`src/rtl/starship_pkg.sv`:
```
// Shared colour constants and shield state encoding for the starship display.
package starship_pkg;

    // 12-bit RGB colours, 4 bits per channel
    localparam logic [11:0] BLACK      = 12'h000;
    localparam logic [11:0] GREY       = 12'hCCC;
    localparam logic [11:0] LIGHT_BLUE = 12'h9DF;
    localparam logic [11:0] PINK       = 12'hF88;
    localparam logic [11:0] BACKGROUND = 12'h015;

    typedef enum logic [1:0] {
        READY    = 2'd0,
        ACTIVE   = 2'd1,
        COOLDOWN = 2'd2
    } shield_state_t;

endpackage

```
`src/rtl/shield_fsm.sv`:
```
// Timed shield controller: READY -> ACTIVE -> COOLDOWN -> READY, counted in move_ticks.
module shield_fsm
    import starship_pkg::*;
#(
    parameter int SHIELD_TICKS   = 120,
    parameter int COOLDOWN_TICKS = 60,
    parameter int BLINK_TICKS    = 16
) (
    input  logic clk,
    input  logic rst,
    input  logic move_tick,
    input  logic shield_req,
    output logic shield_active,
    output logic shield_ready,
    output logic shield_visible
);

    localparam int MAX_TICKS = (SHIELD_TICKS > COOLDOWN_TICKS) ? SHIELD_TICKS : COOLDOWN_TICKS;
    // At least 3 bits so the blink phase bit always exists
    localparam int CW = ($clog2(MAX_TICKS + 1) < 3) ? 3 : $clog2(MAX_TICKS + 1);

    shield_state_t state_q, state_d;
    logic [CW-1:0] cnt_q, cnt_d;
    logic          req_q;
    logic          req_edge;

    assign req_edge = shield_req & ~req_q;

    // State, counter and request-edge registers
    always_ff @(posedge clk or posedge rst) begin
        if (rst) begin
            state_q <= READY;
            cnt_q   <= '0;
            req_q   <= 1'b0;
        end else begin
            state_q <= state_d;
            cnt_q   <= cnt_d;
            req_q   <= shield_req;
        end
    end

    // Next-state logic; a request edge in READY wins over a coincident tick
    always_comb begin
        state_d = state_q;
        cnt_d   = cnt_q;
        unique case (state_q)
            READY: begin
                if (req_edge) begin
                    state_d = ACTIVE;
                    cnt_d   = CW'(SHIELD_TICKS);
                end
            end
            ACTIVE: begin
                if (move_tick) begin
                    if (cnt_q == CW'(1)) begin
                        state_d = COOLDOWN;
                        cnt_d   = CW'(COOLDOWN_TICKS);
                    end else begin
                        cnt_d = cnt_q - CW'(1);
                    end
                end
            end
            COOLDOWN: begin
                if (move_tick) begin
                    if (cnt_q == CW'(1)) begin
                        state_d = READY;
                        cnt_d   = '0;
                    end else begin
                        cnt_d = cnt_q - CW'(1);
                    end
                end
            end
            default: begin
                state_d = READY;
                cnt_d   = '0;
            end
        endcase
    end

    // Status outputs; shield blinks on counter bit 2 during the final ticks
    always_comb begin
        shield_active  = (state_q == ACTIVE);
        shield_ready   = (state_q == READY);
        shield_visible = (state_q == ACTIVE) && ((cnt_q > CW'(BLINK_TICKS)) || cnt_q[2]);
    end

endmodule

```
`src/rtl/ship_sprite_controller.sv`:
```
// Player ship controller: position register, edge handling and registered pixel mux.
module ship_sprite_controller
    import starship_pkg::*;
#(
    parameter int H_ORIGIN       = 144,
    parameter int V_ORIGIN       = 35,
    parameter int H_ACTIVE       = 640,
    parameter int V_ACTIVE       = 480,
    parameter int SHIP_W         = 64,
    parameter int SHIP_H         = 48,
    parameter int STEP           = 2,
    parameter int WRAP           = 0,
    parameter int SHIELD_W       = 8,
    parameter int SHIELD_GAP     = 2,
    parameter int SHIELD_TICKS   = 120,
    parameter int COOLDOWN_TICKS = 60,
    parameter int BLINK_TICKS    = 16
) (
    input  logic        clk,
    input  logic        rst,
    input  logic        move_tick,
    input  logic        bright,
    input  logic        up,
    input  logic        down,
    input  logic        left,
    input  logic        right,
    input  logic        shield_req,
    input  logic [9:0]  hCount,
    input  logic [9:0]  vCount,
    output logic [11:0] rgb,
    output logic [9:0]  ship_x,
    output logic [9:0]  ship_y,
    output logic        shield_active,
    output logic        shield_ready
);

    localparam int XMAX = H_ACTIVE - SHIP_W;
    localparam int YMAX = V_ACTIVE - SHIP_H;

    // Pixel-region bounds in ship-relative coordinates
    localparam logic signed [11:0] BODY_W  = 12'(SHIP_W);
    localparam logic signed [11:0] BODY_H  = 12'(SHIP_H);
    localparam logic signed [11:0] WIN_X0  = 12'(SHIP_W / 4);
    localparam logic signed [11:0] WIN_X1  = 12'(3 * SHIP_W / 4);
    localparam logic signed [11:0] WIN_Y0  = 12'(SHIP_H / 6);
    localparam logic signed [11:0] WIN_Y1  = 12'(SHIP_H / 2);
    localparam logic signed [11:0] SHL_X0  = 12'(-SHIELD_GAP - SHIELD_W);
    localparam logic signed [11:0] SHL_X1  = 12'(-SHIELD_GAP);
    localparam logic signed [11:0] SHR_X0  = 12'(SHIP_W + SHIELD_GAP);
    localparam logic signed [11:0] SHR_X1  = 12'(SHIP_W + SHIELD_GAP + SHIELD_W);

    logic [9:0]  x_q, x_d, y_q, y_d;
    logic [11:0] rgb_q, rgb_d;
    logic        shield_visible;

    // One axis step in 11-bit signed arithmetic, then saturate or wrap at the bounds
    function automatic logic [9:0] step_axis(input logic [9:0] pos, input logic inc,
                                             input logic dec, input int lim);
        logic signed [10:0] nxt;
        logic [9:0]         res;
        nxt = $signed({1'b0, pos});
        if (inc && !dec) begin
            nxt = nxt + $signed(11'(STEP));
        end else if (dec && !inc) begin
            nxt = nxt - $signed(11'(STEP));
        end
        if (nxt < 0) begin
            res = (WRAP != 0) ? 10'(lim) : 10'd0;
        end else if (nxt > lim) begin
            res = (WRAP != 0) ? 10'd0 : 10'(lim);
        end else begin
            res = nxt[9:0];
        end
        return res;
    endfunction

    shield_fsm #(
        .SHIELD_TICKS  (SHIELD_TICKS),
        .COOLDOWN_TICKS(COOLDOWN_TICKS),
        .BLINK_TICKS   (BLINK_TICKS)
    ) u_shield_fsm (
        .clk           (clk),
        .rst           (rst),
        .move_tick     (move_tick),
        .shield_req    (shield_req),
        .shield_active (shield_active),
        .shield_ready  (shield_ready),
        .shield_visible(shield_visible)
    );

    // Position and pixel registers, centred on reset
    always_ff @(posedge clk or posedge rst) begin
        if (rst) begin
            x_q   <= 10'((H_ACTIVE - SHIP_W) / 2);
            y_q   <= 10'((V_ACTIVE - SHIP_H) / 2);
            rgb_q <= BLACK;
        end else begin
            x_q   <= x_d;
            y_q   <= y_d;
            rgb_q <= rgb_d;
        end
    end

    // Movement: independent axes, only on move_tick
    always_comb begin
        x_d = x_q;
        y_d = y_q;
        if (move_tick) begin
            x_d = step_axis(x_q, right, left, XMAX);
            y_d = step_axis(y_q, down, up, YMAX);
        end
    end

    // Pixel colour from raster position relative to the current (pre-update) ship position
    always_comb begin
        logic signed [11:0] px, py;
        logic               in_rows, in_body, in_window, in_shield;
        px = $signed({2'b00, hCount}) - $signed(12'(H_ORIGIN)) - $signed({2'b00, x_q});
        py = $signed({2'b00, vCount}) - $signed(12'(V_ORIGIN)) - $signed({2'b00, y_q});
        in_rows   = (py >= 0) && (py < BODY_H);
        in_body   = in_rows && (px >= 0) && (px < BODY_W);
        in_window = (px >= WIN_X0) && (px < WIN_X1) && (py >= WIN_Y0) && (py < WIN_Y1);
        in_shield = in_rows && (((px >= SHL_X0) && (px < SHL_X1)) ||
                                ((px >= SHR_X0) && (px < SHR_X1)));
        rgb_d = BACKGROUND;
        if (!bright) begin
            rgb_d = BLACK;
        end else if (shield_visible && in_shield) begin
            rgb_d = PINK;
        end else if (in_window) begin
            rgb_d = LIGHT_BLUE;
        end else if (in_body) begin
            rgb_d = GREY;
        end
    end

    assign rgb    = rgb_q;
    assign ship_x = x_q;
    assign ship_y = y_q;

endmodule

```
`config.mk`:
```
export PLATFORM = sky130hd
export DESIGN_NAME = ship_sprite_controller
export DESIGN_NICKNAME = d
export VERILOG_FILES = /design/src/rtl/starship_pkg.sv /design/src/rtl/shield_fsm.sv /design/src/rtl/ship_sprite_controller.sv
export SDC_FILE = /design/constraint.sdc
export NUM_CORES = 1
export LEC_CHECK = 0
export ABC_AREA = 1
export CAP_MARGIN = 20
export CORE_MARGIN = 2
export CORE_UTILIZATION = 25
export CTS_CLUSTER_DIAMETER = 100
export DETAILED_ROUTE_END_ITERATION = 8
export DONT_BUFFER_PORTS = 1
export GPL_TIMING_DRIVEN = 0
export MAX_ROUTING_LAYER = met4
export PLACE_DENSITY = 0.45
export SLEW_MARGIN = 40
export SYNTH_ARGS = -nofsm -noshare
export SYNTH_HDL_FRONTEND = slang
export SYNTH_SLANG_ARGS = --single-unit
```
`constraint.sdc`:
```
create_clock -name clk -period 5.9 [get_ports clk]
set_input_delay 0.295 -clock clk [delete_from_list [all_inputs] [get_ports clk]]
set_output_delay 0.295 -clock clk [all_outputs]
set_load 0.1 [all_outputs]
```
==> results.yml, run 1 <==
cts:
  htreeDepth: 2
  cts_tree: "done"
  clkTransAtPathRegs_ns: 0.06
  max-clock-path-buffers: 2
  insertion_delay_ns: 0.28
  cts_resized: 0
  cts_buffers: 5
  cts_num_sinks: 36
  cts_root_buffer: "clkbuf_16"
sta:
  fin_tns_setup_ns: 0
  rsz0062_at_grt: "false"
  maxSlewHeadroom_pct: 40.1
  hold_viol: 0
  clock.fmax_ghz: 0.328
  final.min_clock_period_ns: 3.05
  tightest_slew_ns: 0.899
  final.period_utilization_pct: 51.8
  final-setup-viol-count: 0
  maxSlewViolCount: 0
  clock_skew_ns: 0.00687
synth:
  synth-seq-area-share_pct: 21.9
  netlist-cell-type-count: 38
  ys_dominant_reg_cell: "dfrtp_1"
  synth-edff-count: 0
  yosysTopAreaCellShare_pct: 19.6
  synth.area.top_cells: "nand2_1, dfrtp_1, inv_1"
  syn-instance-count: 690
  synth_common_cells: "nand2_1, inv_1, nand3_1, nor2_1"
  synth.largest_area_cell: "nand2_1"
  yosys_register_bits: 36
  synth.avg_cell_area_um2: 6.00
  ys_warn_count: 0
  synth-async-reset-ratio_pct: 100
  syn_area_mm2: 0.00414
  yosysMostFrequentCell: "nand2_1"
die:
  fp.dieW_um: 133
  die_area_mm2: 0.0176
  rows: 47
  io_pins: 63
  die_y_um: 133
  coreArea_mm2: 0.0164
  initial_core_util_pct: 25.2
run:
  maxCapViolCount: 0
routing:
  drtAntennaViolNets: 0
  drt-vias-per-instance: 4.37
  drc_errors: 0
  vias: 4043
  wirelength_um: 11300
  dr.pass1.iters: 4
  wl_per_cell_um: 12.2
  drt-initial-drc-count: 269
placed_design:
  gp_congestion: 0.873
  portBuffers: 0
  dpl.hpwl_um: 9430
setup_path:
  rrSetupSlack_ns: 2.85
  reg2reg_depth: 15
  critPathKind: "register to register"
  crit-reg2reg-launch: "ship_y[3]"
  cp.required_ns: 6.07
  r2r-end: "rgb[6]"
  crit_fanout: 8
  crit_path_start_kind: "register"
  startpoint: "ship_y[3]"
  endpoint_kind: "register"
  cp_data_arrival_time_ns: 3.23
global_route:
  grt_pass1_vias: 3864
  antenna_found_initial: 0
  grt_max_degree: 20
  grt_pass1_wl_um: 18900
  grt.overflow.total: 0
  global_route.usage.total_pct: 13.5
layout:
  diodes: 0
  synthToLayoutAreaGrowth_pct: 13.4
  fin_nets: 762
  fillers: 1834
  fin_util_pct: 28.6
  drive_above_1_share_pct: 9.65
pwr:
  irDropWorstVdd_mv: 0.244
  total_power_mw: 2.65
  p_leak_nw: 2.55
  cellPowerDensity_mw_per_mm2: 565
min_path:
  hold_path.startpoint: "shield_req"
  hold_path_depth: 0
  hold_end: "u_shield_fsm.req_q"
  hp-class: "primary input to register"
status:
  status: "completed"
==> how the worst max path moves through the flow <==
stage / end / slack (ns) / cells past startpoint
3_5_place_dp: rgb[6] / 2.84 / 15
2_1_floorplan: rgb[4] / 3.04 / 14
5_1_grt: rgb[6] / 2.54 / 14
6_report: rgb[6] / 2.85 / 15
3_3_place_gp: rgb[6] / 2.53 / 14
4_1_cts: rgb[6] / 2.84 / 15
==> area by class of cell <==
type / instances / area, um2 / area share, %
inverter: 133 / 499 / 10.6
multi-input combinational: 514 / 2700 / 57.4
timing repair buffer: 5 / 72.6 / 1.55
sequential: 36 / 930 / 19.8
buffer: 9 / 57.6 / 1.23
clock buffer: 6 / 129 / 2.75
clock inverter: 2 / 35.0 / 0.746
tap: 220 / 275 / 5.86
==> through the flow <==
stage | cell area (um2) | setup slack [ns] | hold WS [ns] | std cells
2_1_floorplan | 4150 | 3.04 | 0.326 | 692
3_3_place_gp | 4420 | 2.53 | 0.327 | 912
3_5_place_dp | 4520 | 2.84 | 0.224 | 916
4_1_cts | 4690 | 2.84 | 0.0308 | 925
5_1_grt | 4690 | 2.54 | 0.0267 | 925
6_report | 4690 | 2.85 | 0.0437 | 925
==> flip-flops by register name, indices dropped and copies added (netlist names) <==
name,count
ship_y,9
rgb,8
u_shield_fsm.state_q,2
u_shield_fsm.req_q,1
u_shield_fsm.cnt_q,7
ship_x,9
==> routing by layer <==
layer | track usage [%] | up-vias | share of wire, %
li1 | - | 2203 | -
met4 | 3.05 | 0 | 1.0
met1 | 17.5 | 1785 | 48
met3 | 1.84 | 6 | 3.0
met5 | - | - | 0
met2 | 22.5 | 49 | 48
==> worst max-delay path, cell delays in order, from the launching register on <==
cell and delay [ns]:
dfstp_2 0.94, inv_1 0.24, ha_1 0.44, nand2_1 0.09, nor2_1 0.21, nand2_1 0.11
nand3_1 0.09, nand2_1 0.06, nand2_1 0.09, nand2_1 0.06, nor2_1 0.11, nand2_1 0.10
nor2_2 0.11, nand3_2 0.10, nand2_1 0.13, nor2_1 0.06
==> kinds of logic (layout without fill, tap and decap cells) <==
kind of cell               count (synthesis)  in the layout  share of synthesized area [%]
adders and majority gates                 29             29                           8.95
buffers and inverters                    142            155                           13.5
AOI/OAI and AO/OA                         72             72                           9.89
other                                      2              4                          0.181
muxes                                      1              1                          0.272
and+or+nand+nor                          384            384                           40.1
DFF                                       36             36                           21.9
xor gates and xnor gates                  24             24                           5.26
==> placed cells by master (no fill, tap or decap), types with 3 or more instances in the layout <==
master,n
nand2_1,216
inv_1,123
nand3_1,58
nor2_1,54
o21ai_0,30
ha_1,28
nand4_1,24
xor2_1,20
a21oi_1,18
dfrtp_2,17
dfrtp_1,13
nor3_1,12
inv_2,10
o21ai_1,9
nand3b_1,6
buf_4,6
dfstp_2,6
clkbuf_16,5
o21bai_1,4
nor2_2,4
conb_1,4
nand2_2,3
clkbuf_1,3
xnor2_1,3
==> what timing repair did <==
action,CTS,global route
hold endpoints to repair,16,0
hold buffers,1,0
buffers inserted,0,0
==> where the power goes <==
part           total (mW)  leakage [nW]  internal, mW  switching, mW
clock network       0.301        0.0808         0.199          0.102
logic                1.46          2.04         0.508          0.956
registers           0.890         0.423         0.350          0.539
(Power assumes the default switching activity.)
==> run 2: changes to the inputs <==
Clock period 5.9 ns to 2.9 ns, I/O delays scaled along.
==> results.yml, run 2 (synthesis results as in run 1) <==
status:
  status: "completed"
pwr:
  p_switching_mw: 3.32
  intPower_mw: 2.33
  clockPowerShare_pct: 10.8
  cellPowerDensity_mw_per_mm2: 1150
  irDropWorstVdd_mv: 0.498
  pwr-share-seq_pct: 33.5
  swShare_pct: 58.8
  p_leak_nw: 2.57
  p_comb_share_pct: 55.7
  total_power_mw: 5.65
sta:
  tightest_slew_ns: 0.899
  hold_viol: 0
  final.period_utilization_pct: 91.4
  final-setup-viol-count: 0
  maxSlewHeadroom_pct: 40.1
  clock_skew_ns: 0.00786
  rsz0062_at_grt: "false"
  clock.fmax_ghz: 0.377
  fin_tns_setup_ns: 0
  maxSlewViolCount: 0
  final.min_clock_period_ns: 2.65
routing:
  drc_errors: 0
  drt-vias-per-instance: 4.38
  dr.pass1.iters: 4
  vias: 4081
  drtAntennaViolNets: 0
  drt-initial-drc-count: 249
  wirelength_um: 11500
  wl_per_cell_um: 12.3
setup_path:
  crit_fanout: 5
  crit_path_start_kind: "register"
  crit_path_top_delay_cell: "dfrtp_4"
  crit_chain: "clkinvlp_4 -> fa_2 -> nand3_1 -> nand3_1 -> nand2_1 -> nand2_1 -> nand2_1 -> nand2_1 -> nor2_1 -> nand3_1 -> o21bai_2 -> nand3_2 -> nand2_1 -> nor2_1"
  critPathKind: "register to register"
  cp_data_arrival_time_ns: 2.82
  critPathMaxStageDelay_ns: 0.65
  endpoint_kind: "register"
  rrSetupSlack_ns: 0.25
  cp.required_ns: 3.07
  crit_top_cell: "nand2_1"
global_route:
  grt_pass1_wl_um: 19000
  global_route.usage.total_pct: 13.6
  grt.overflow.total: 0
  antenna_found_initial: 0
  grt_pass1_vias: 3891
  grt_max_degree: 20
run:
  maxCapViolCount: 0
layout:
  fin_nets: 769
  fillers: 1830
  final_cell_mix: "nand2_1, inv_1, nand3_1, nor2_1, o21ai_0"
  drive_above_1_share_pct: 13.1
  final_common_cell: "nand2_1"
  synthToLayoutAreaGrowth_pct: 18.5
  diodes: 0
cts:
  insertion_delay_ns: 0.28
  cts_root_buffer: "clkbuf_16"
  cts_num_sinks: 36
  cts_buffers: 5
  htreeDepth: 2
  clkTransAtPathRegs_ns: 0.06
  max-clock-path-buffers: 2
  cts_tree: "done"
placed_design:
  dpl.hpwl_um: 9430
  gp_congestion: 0.873
  portBuffers: 0
die:
  coreArea_mm2: 0.0164
  fp.dieW_um: 133
  die_area_mm2: 0.0176
  io_pins: 63
  die_y_um: 133
  rows: 47
  initial_core_util_pct: 25.2
min_path:
  hp-class: "primary input to register"
run 2: changes by cell type in the layout (fill, tap and decap cells not counted), moves of 4 or more:
cell     before  now
dfrtp_2      17    8
inv_1       123  116
dfstp_2       6    0
ha_1         28   22
dfrtp_4       0    9
dfstp_4       0    6
ha_4          0    6
buf_4         6   11
nor2_1       54   50
nor2_2        4    8
run 2: routing by layer:
metal  vias to the layer above  global-route usage [%]  share of wire (%)
li1                       2216                       -                  -
met5                         -                       -                  0
met3                         6                    1.61                3.2
met4                         0                    3.05               0.99
met1                      1813                    17.8                 48
met2                        46                    22.6                 48
run 2: area by class of cell:
class / count / area [um2] / area share [%]
Inverter: 133 / 513 / 10.5
Multi-Input combinational cell: 514 / 2790 / 56.9
Timing Repair Buffer: 12 / 130 / 2.65
Clock inverter: 2 / 35.0 / 0.714
Buffer: 9 / 57.6 / 1.17
Tap cell: 220 / 275 / 5.61
Sequential cell: 36 / 975 / 19.9
Clock buffer: 6 / 129 / 2.63
run 2: critical path, delay by kind of cell (launching register included):
| kind | cells | cell delay (ns) |
|---|---|---|
| AOI/OAI and AO/OA | 1 | 0.16 |
| buffers and inverters | 1 | 0.25 |
| DFF | 1 | 0.65 |
| adders and majority gates | 1 | 0.44 |
| and+or+nand+nor | 11 | 1.04 |
run 2: worst paths after layout:
| kind | start | to | cells after the start |
|---|---|---|---|
| worst max-delay path | ship_x[1] | rgb[6] | 14 |
| max in group asynchronous | rst | ship_y[3] | 3 |
| worst max register to register | ship_x[1] | rgb[6] | 14 |
| worst min-delay path | bright | rgb[2] | 2 |
| worst min register to register | u_shield_fsm.req_q | u_shield_fsm.state_q[0] | 1 |
| min in group asynchronous | rst | ship_x[1] | 2 |
run 2: repair_timing:
item | in CTS | in global routing
hold buffers | 3 | 0
setup endpoints to repair | 8 | 8
pin swaps | 0 | 0
cloned | 0 | 0
endpoints found under the hold margin | 18 | 0
resized for setup | 7 | 34
setup buffers | 0 | 5
run 2: per-stage QoR:
| step | cells | hold WS (ns) | setup WS (ns) | utilization (%) | area, um2 |
|---|---|---|---|---|---|
| floorplan | 692 | 0.176 | 0.0392 | - | 4150 |
| global placement | 912 | 0.177 | -0.466 | 27.0 | 4420 |
| detailed placement | 916 | 0.0743 | -0.155 | 27.6 | 4520 |
| CTS | 927 | 0.0107 | 0.0271 | 28.9 | 4740 |
| global route | 932 | 0.0314 | 0.00220 | 29.9 | 4910 |
| finish | 932 | 0.0183 | 0.249 | 29.9 | 4910 |
run 2: power by group through the flow:
stage	registers, mW	clock network [mW]	logic [mW]
floorplan	1.68	0	2.37
global placement	1.80	0	2.94
detailed placement	1.82	0	2.99
CTS	1.85	0.639	3.00
global route	1.92	0.654	3.64
finish	1.89	0.612	3.14
==> run 3: changes to the inputs <==
Settings changed: CAP_MARGIN 20 to 10, CORE_ASPECT_RATIO from default to 1.4, PLACE_DENSITY 0.45 to 0.46.
==> results.yml, run 3 (synthesis results as in run 1) <==
cts:
  cts_root_buffer: "clkbuf_16"
  insertion_delay_ns: 0.29
  clkTransAtPathRegs_ns: 0.06
  max-clock-path-buffers: 2
  htreeDepth: 2
  cts_tree: "done"
  cts_num_sinks: 36
  cts_buffers: 5
sta:
  hold_viol: 0
  final.min_clock_period_ns: 2.70
  clock_skew_ns: 0.00437
  hold_ws_ns: 0.0301
  final.period_utilization_pct: 93.0
  final-setup-viol-count: 0
  layout_setup_ws_ns: 0.204
  clock.fmax_ghz: 0.371
  maxSlewHeadroom_pct: 50.7
  fin_tns_setup_ns: 0
  maxSlewViolCount: 0
  tightest_slew_ns: 0.733
global_route:
  top_usage_layer: "met2"
  grt_max_degree: 21
  global_route.usage.total_pct: 14.2
  grt_pass1_wl_um: 19700
  met2_usage_pct: 26.7
  grt.met1_usage_pct: 15.4
  grt.overflow.total: 0
  grt_use_met3_pct: 2.21
  grt_pass1_vias: 4123
  antenna_found_initial: 0
pwr:
  pwr-share-seq_pct: 33.4
  p_switching_mw: 3.36
  swShare_pct: 59.4
  intPower_mw: 2.30
  p_comb_share_pct: 57.1
  p_leak_nw: 2.59
  irDropWorstVdd_mv: 0.629
  clockPowerShare_pct: 9.5
  cellPowerDensity_mw_per_mm2: 1150
  total_power_mw: 5.66
layout:
  multi_input_area_mm2: 0.00279
  fin_nets: 773
  final_common_cell: "nand2_1"
  layout.area.seq_um2: 981
  drive_above_1_share_pct: 13.5
  synthToLayoutAreaGrowth_pct: 18.7
  final_cells: 915
  diodes: 0
  fin_util_pct: 30.4
  final_cell_mix: "nand2_1, inv_1, nand3_1, nor2_1, o21ai_0"
  fillers: 1812
  stdcell_area_mm2: 0.00491
setup_path:
  rrSetupSlack_ns: 0.20
  critPathMaxStageDelay_ns: 0.64
  crit_fanout: 5
  crit_family: "simple AND/OR/NAND/NOR gates"
  endpoint_kind: "register"
  reg2reg_depth: 14
  crit_path_top_delay_cell: "dfrtp_4"
  cp_data_arrival_time_ns: 2.87
  crit_path_start_kind: "register"
  crit_top_cell: "nand2_1"
  crit_buf_inv: 1
  crit-reg2reg-launch: "ship_x[1]"
  crit_chain: "inv_1 -> fa_2 -> nand3_1 -> nand3_1 -> nand2_1 -> nand2_1 -> nand2_1 -> nand2_1 -> nor2_1 -> nand3_1 -> o21bai_1 -> nand3_2 -> nand2_2 -> nor2_1"
  critPathKind: "register to register"
  cp.required_ns: 3.07
  r2r-end: "rgb[4]"
routing:
  drc_errors: 0
  wirelength_um: 12000
  drt-initial-drc-count: 224
  dr.pass1.iters: 4
  wl_per_cell_um: 13.1
  vias: 4203
  drtAntennaViolNets: 0
  drt-vias-per-instance: 4.59
die:
  rows: 55
  initial_core_util_pct: 25.6
  die_area_mm2: 0.0176
  io_pins: 63
  coreArea_mm2: 0.0162
  fp.dieW_um: 113
  die_y_um: 156
min_path:
  hold_path_depth: 2
  hold_end: "rgb[9]"
  hold_path.startpoint: "bright"
  hp-class: "primary input to register"
placed_design:
  dpl_cell_area_mm2: 0.00452
  dpl.hpwl_um: 9940
  portBuffers: 0
  dp_slack_ns: -0.0983
  dpl.cell_count: 896
  gp_congestion: 0.806
status:
  status: "completed"
run:
  maxCapViolCount: 0
## run 3: cell count changes in the layout (fill, tap and decap cells not counted), moves of 2 or more
| cell | delta |
|---|---|
| nor2_2 | -3 |
| nor2_1 | +3 |
| dfrtp_1 | -3 |
| buf_4 | +2 |
| dfrtp_2 | +2 |
## run 3: final cells by class
| class | count | area share [%] |
|---|---|---|
| plain buffers | 9 | 1.17 |
| clock buffers | 5 | 2.55 |
| clock inverters | 3 | 0.382 |
| inverters | 133 | 10.4 |
| multi-input cells | 514 | 56.7 |
| flip-flops and latches | 36 | 20.0 |
| well taps | 199 | 5.07 |
| repair buffers | 16 | 3.72 |
## run 3: power by group through the flow
stage	clock, mW	sequential (mW)	combinational, mW
floorplan	0	1.68	2.37
global placement	0	1.81	2.95
detailed placement	0	1.83	3.08
CTS	0.549	1.85	3.09
global route	0.572	1.93	3.73
finish	0.535	1.89	3.23
## run 3: worst register-to-register path: cells and delay by family (launching register included)
kind / cells / cell delay [ns]
and+or+nand+nor: 11 / 1.05
DFF: 1 / 0.64
adders and majority gates: 1 / 0.45
buffers and inverters: 1 / 0.24
AOI/OAI and AO/OA: 1 / 0.20
## run 3: worst max-delay path by stage
| stage | depth (start not counted) | start | endpoint |
|---|---|---|---|
| after CTS | 14 | ship_x[6] | rgb[4] |
| after global placement | 14 | ship_x[1] | rgb[4] |
| after detailed placement | 15 | ship_y[3] | rgb[4] |
| after floorplan | 14 | ship_x[1] | rgb[4] |
| final | 14 | ship_x[1] | rgb[4] |
| after global routing | 14 | ship_x[2] | rgb[7] |
## run 3: per-layer routing
layer	routed length, um	vias up
met5	0	-
met4	216	0
met3	468	19
met2	6330	61
met1	4960	1891
li1	-	2232
## run 3: timing repair
item	4_1_cts	5_1_grt
resized for setup	7	30
hold buffers	3	1
endpoints found under the hold margin	17	2
buffers inserted	0	7
setup endpoints to repair	7	8
